File: src/rtl/alu_share_arbiter.sv
// Two-requester arbiter in front of one combinational ALU, with a one-entry
// response register returned to the owning requester under valid/ready flow control.
module alu_share_arbiter #(
    parameter int WIDTH        = 32,
    parameter int STARVE_LIMIT = 4,
    localparam int CNT_W       = $clog2(STARVE_LIMIT + 1)
) (
    input  logic             clk,
    input  logic             reset_n,
    input  logic             req0_valid,
    output logic             req0_ready,
    input  logic [3:0]       req0_op,
    input  logic [WIDTH-1:0] req0_a,
    input  logic [WIDTH-1:0] req0_b,
    input  logic             req1_valid,
    output logic             req1_ready,
    input  logic [3:0]       req1_op,
    input  logic [WIDTH-1:0] req1_a,
    input  logic [WIDTH-1:0] req1_b,
    output logic [WIDTH-1:0] alu_A,
    output logic [WIDTH-1:0] alu_B,
    output logic [3:0]       alu_op,
    input  logic [WIDTH-1:0] alu_out,
    output logic             rsp0_valid,
    output logic             rsp1_valid,
    input  logic             rsp0_ready,
    input  logic             rsp1_ready,
    output logic [WIDTH-1:0] rsp_data,
    output logic             rsp_err,
    output logic             dbg_state,
    output logic [CNT_W-1:0] dbg_starve_cnt
);

    // Handshakes: a transfer happens on a rising edge where valid and ready are
    // both high; ready never waits on anything registered later than this cycle.

    typedef enum logic {
        IDLE = 1'b0,
        HOLD = 1'b1
    } state_t;

    state_t           state, state_next;
    logic             owner;
    logic [CNT_W-1:0] starve_cnt;
    logic             owner_ready;
    logic             slot_free;
    logic             starved;
    logic             grant0, grant1;
    logic             accept;

    assign owner_ready = owner ? rsp1_ready : rsp0_ready;
    assign slot_free   = (state == IDLE) || owner_ready;
    assign starved     = (starve_cnt == CNT_W'(STARVE_LIMIT)) && req1_valid;

    always_comb begin
        grant0 = 1'b0;
        grant1 = 1'b0;
        if (slot_free) begin
            if (req1_valid && (starved || !req0_valid)) begin
                grant1 = 1'b1;
            end else if (req0_valid) begin
                grant0 = 1'b1;
            end
        end
    end

    assign req0_ready = grant0;
    assign req1_ready = grant1;
    assign accept     = grant0 || grant1;

    // Without a grant the mux rests on req0; the ALU result is then ignored.
    always_comb begin
        alu_A  = req0_a;
        alu_B  = req0_b;
        alu_op = req0_op;
        if (grant1) begin
            alu_A  = req1_a;
            alu_B  = req1_b;
            alu_op = req1_op;
        end
    end

    always_comb begin
        state_next = state;
        if (accept) begin
            state_next = HOLD;
        end else if ((state == HOLD) && owner_ready) begin
            state_next = IDLE;
        end
    end

    always_ff @(posedge clk or negedge reset_n) begin
        if (!reset_n) begin
            state    <= IDLE;
            owner    <= 1'b0;
            rsp_data <= '0;
            rsp_err  <= 1'b0;
        end else begin
            state <= state_next;
            if (accept) begin
                owner    <= grant1;
                rsp_data <= alu_out;
                rsp_err  <= (alu_op == 4'hF);
            end
        end
    end

    // Counts consecutive cycles req1 is left waiting, saturating at the limit.
    always_ff @(posedge clk or negedge reset_n) begin
        if (!reset_n) begin
            starve_cnt <= '0;
        end else if (!req1_valid || grant1) begin
            starve_cnt <= '0;
        end else if (starve_cnt != CNT_W'(STARVE_LIMIT)) begin
            starve_cnt <= starve_cnt + CNT_W'(1);
        end
    end

    assign rsp0_valid     = (state == HOLD) && !owner;
    assign rsp1_valid     = (state == HOLD) && owner;
    assign dbg_state      = state;
    assign dbg_starve_cnt = starve_cnt;

endmodule

File: config.mk
export PLATFORM = sky130hd
export DESIGN_NAME = alu_share_arbiter
export DESIGN_NICKNAME = d
export VERILOG_FILES = /design/src/rtl/alu_share_arbiter.sv
export SDC_FILE = /design/constraint.sdc
export NUM_CORES = 1
export LEC_CHECK = 0
export BUFFER_PORTS_ARGS = -buffer_cell sky130_fd_sc_hd__buf_2
export CORE_AREA = 2 2 110 112
export CTS_CLUSTER_SIZE = 30
export DETAILED_ROUTE_END_ITERATION = 6
export DIE_AREA = 0 0 112 114
export GPL_TIMING_DRIVEN = 1
export SLEW_MARGIN = 10
export SYNTH_ARGS = -nofsm -noshare
export SYNTH_HDL_FRONTEND = slang
export SYNTH_SLANG_ARGS = --single-unit
File: constraint.sdc
create_clock -name clk -period 6.65 [get_ports clk]
set_input_delay 1.33 -clock clk [delete_from_list [all_inputs] [get_ports clk]]
set_output_delay 1.33 -clock clk [all_outputs]
set_load 0.02 [all_outputs]
==> reports/results.txt <==
outcome: finished, final reports clean
post-detail-place hpwl: 7600 microns
input/output buffers: 282
setup TNS: 0 ns
syn nets: 360
Worst R2R Path Depth: 7
clock sink total: 38
unrepaired setup endpoints after global routing: false
Slew @ Worst Pin: 1.05 ns
CTS Buf Count: 5
Setup crit end kind: output port
Clk pwr share: 0.237
Comb pwr share: 0.466
Power Density: 273 nW/um^2
vias per std cell: 4.12
Core Util, Final: 0.351
Iter 0 DRT Violations: 45
Setup Fix Bufs, Post-CTS: 0
Reg clk slew, reported paths: 0.05 ns
final setup vio count: 0
part of the power in registers: 0.297
Yosys reg bits: 38
Die X: 112 microns
Gate Count Post-Synth: 184
simple-gate share of the synthesized area: 0.0354
I/O pins: 283
worst hold stages: 1
GRT Util Overall: 0.122
H-tree depth: 2
Worst EP required: 5.32 ns
Initial Util: 0.205
Yosys warnings: 0
internal power: 716 uW
leak pwr: 0.00215 uW
GR Overflow Total: 0
post-route ant nets: 0
clock skew: 0.00627 ns
final hold vios: 0
Via Count: 2,532
MaxCap Viol Count: 0
CTS tree: done
Final min period: 4.71 ns
slew margin rel.: 0.298
Hold Slack: 0.500 ns
Peak supply drop: 0.235 mV
critical path type: input port to output port
maximum fanout along the worst path: 52
Synth area leaders: mux2_2 44%, dfrtp_1 40%, buf_6 3.3%
fin nets: 641
worst skew pair latency: 0.27 ns
initial antenna violation count: 5
Critical Path Sink: alu_B[17]
Sw Share: 0.362
vias in the first global route: 2,419
Reg2Reg Setup Slack: 4.10 ns
main combinational cell family by area after synthesis: multiplexers
top-area cell type share of the netlist area: 0.440
CP arrival: 3.38 ns
mux cell area share after synthesis: 0.476
DR WL/cell: 14.1 microns
count of cell types in the netlist: 25
Synth Area in Compound Gates: 0.0354
Root Buffer Master: clkbuf_16
Adder-Cell Fraction of Synth Area: 0.0104
Die ar.: 12,800 sq um
register area share after synthesis: 0.395
crit start category: input port
reg-to-reg startpoint: dbg_starve_cnt[0]$_DFFE_PN0P_
Worst Setup SP: rsp1_ready
first-pass GRT wire length: 12,400 microns
# hold bufs at CTS: 0
area leader, netlist: mux2_2
Area growth syn-to-layout: 70.8%
Synth Area in XOR/XNOR: 0.00364
Final Cycle Share: 0.708
DRC: 0
Post-CTS Resized: 0
clk buf depth: 2
reg-to-reg endpoint: dbg_starve_cnt[2]$_DFFE_PN0P_
largest net degree at the start of global routing: 53
Avg Inst Size Synth: 13.1 sq um
Worst Hold Class: register to register
gpl congestion: 0.737
f_max: 0.212 GHz
Max Slew Vio Count: 0
Die Ht: 114 microns
Pre-antenna DRT Iters: 4
mapped cell area: 2410 sq um
Core Rows: 40
core area: 11,700 sq um
WL final: 8680 microns
Sw Pwr: 405 uW
Fill cells: 1,187
layout cells sized above 1: 0.832
## per-stage QoR
| step | cells | setup WS [ns] | total power [uW] | cell area (sq um) |
|---|---|---|---|---|
| after floorplan | 184 | 2.76 | 677 | 2410 |
| after global placement | 605 | 1.99 | 856 | 3940 |
| after detailed placement | 605 | 1.92 | 866 | 3940 |
| after CTS | 612 | 1.92 | 1140 | 4100 |
| after global routing | 613 | 1.82 | 1180 | 4110 |
| final | 614 | 1.94 | 1120 | 4110 |
## cells by family after synthesis
kind of cell,Yosys count
multiplexers,102
flip-flops,38
AO/OA/AOI/OAI,9
buffers and inverters,13
adder cells (fa/ha/maj),2
XOR/XNOR,1
AND/OR/NAND/NOR,19
## state kept, by name (all words and copies together) (netlist names)
| signal | flops |
|---|---|
| dbg_starve_cnt | 3 |
| owner | 1 |
| rsp_data | 32 |
| dbg_state | 1 |
| rsp_err | 1 |
## metal layers
layer | up-vias | GRT usage | share of wire
li1 | 1232 | - | -
met1 | 1152 | 0.162 | 0.42
met2 | 134 | 0.201 | 0.49
met3 | 8 | 0.0356 | 0.087
met4 | 6 | 0.0268 | 0.0051
met5 | - | 0 | 0.0039
## worst min path at each step
stage / start / endpoint / slack (ns)
after global routing: rsp_data[25]$_DFFE_PN0P_ / rsp_data[25]$_DFFE_PN0P_ / 0.51
after floorplan: owner$_DFFE_PN0P_ / owner$_DFFE_PN0P_ / 0.51
after detailed placement: rsp_data[25]$_DFFE_PN0P_ / rsp_data[25]$_DFFE_PN0P_ / 0.49
final: rsp_data[10]$_DFFE_PN0P_ / rsp_data[10]$_DFFE_PN0P_ / 0.50
after CTS: rsp_data[25]$_DFFE_PN0P_ / rsp_data[25]$_DFFE_PN0P_ / 0.50
after global placement: rsp_err$_DFFE_PN0P_ / rsp_err$_DFFE_PN0P_ / 0.48
## cell usage in the layout (no fill, tap or decap)
| cell type | Yosys | layout |
|---|---|---|
| dfrtp_1 | 38 | 38 |
| a31oi_1 | 1 | 1 |
| buf_4 | 0 | 1 |
| inv_1 | 3 | 3 |
| nand2b_1 | 1 | 1 |
| buf_2 | 3 | 282 |
| bufinv_16 | 0 | 1 |
| clkbuf_16 | 0 | 5 |
| a21bo_2 | 1 | 1 |
| mux2i_1 | 2 | 2 |
| nand2_1 | 8 | 8 |
| mux2_1 | 6 | 6 |
| nor2b_1 | 1 | 1 |
| a221oi_4 | 1 | 1 |
| a21o_1 | 1 | 1 |
| nor2_1 | 3 | 3 |
| nand3_1 | 4 | 4 |
| o21a_1 | 1 | 1 |
| diode_2 | 0 | 2 |
| a32o_1 | 1 | 1 |
| nor3_1 | 1 | 1 |
| clkbuf_8 | 0 | 1 |
| xnor2_1 | 1 | 1 |
| and2_1 | 1 | 1 |
| mux2_2 | 94 | 94 |
| o211ai_1 | 1 | 1 |
| ha_1 | 2 | 2 |
| o21ai_0 | 1 | 1 |
| a21oi_1 | 1 | 1 |
| buf_12 | 0 | 1 |
## worst max-delay path, cell delays in order
cell,delay (ns)
buf_2,0.08
mux2i_1,0.12
a221oi_4,0.91
buf_12,0.34
mux2_2,0.39
buf_2,0.16
## cells in the mapped netlist
cell type,number
and2_1,1
dfrtp_1,38
o21ai_0,1
ha_1,2
nor3_1,1
nand2_1,8
xnor2_1,1
buf_6,7
a31oi_1,1
nor2_1,3
mux2i_1,2
buf_2,3
a21oi_1,1
nand3_1,4
a221oi_4,1
a21bo_2,1
o211ai_1,1
a21o_1,1
o21a_1,1
a32o_1,1
nor2b_1,1
mux2_1,6
nand2b_1,1
mux2_2,94
inv_1,3
## layout make-up
| type | instances | area, sq um | share of cell area |
|---|---|---|---|
| diodes | 2 | 5.00 | 0.00122 |
| clock buffers | 6 | 139 | 0.0338 |
| clock inverters | 1 | 30.0 | 0.00731 |
| inverters | 3 | 11.3 | 0.00274 |
| multi-input cells | 133 | 1350 | 0.329 |
| flip-flops and latches | 38 | 951 | 0.231 |
| well taps | 147 | 184 | 0.0448 |
| repair buffers | 284 | 1440 | 0.350 |
## power by group through the flow
stage | clock, uW | sequential, uW | combinational [uW]
after floorplan | 0 | 417 | 260
after global placement | 0 | 333 | 523
after detailed placement | 0 | 338 | 528
after CTS | 274 | 334 | 530
after global routing | 283 | 342 | 556
final | 266 | 333 | 522
Note: power is estimated with default switching activity, not from simulation.
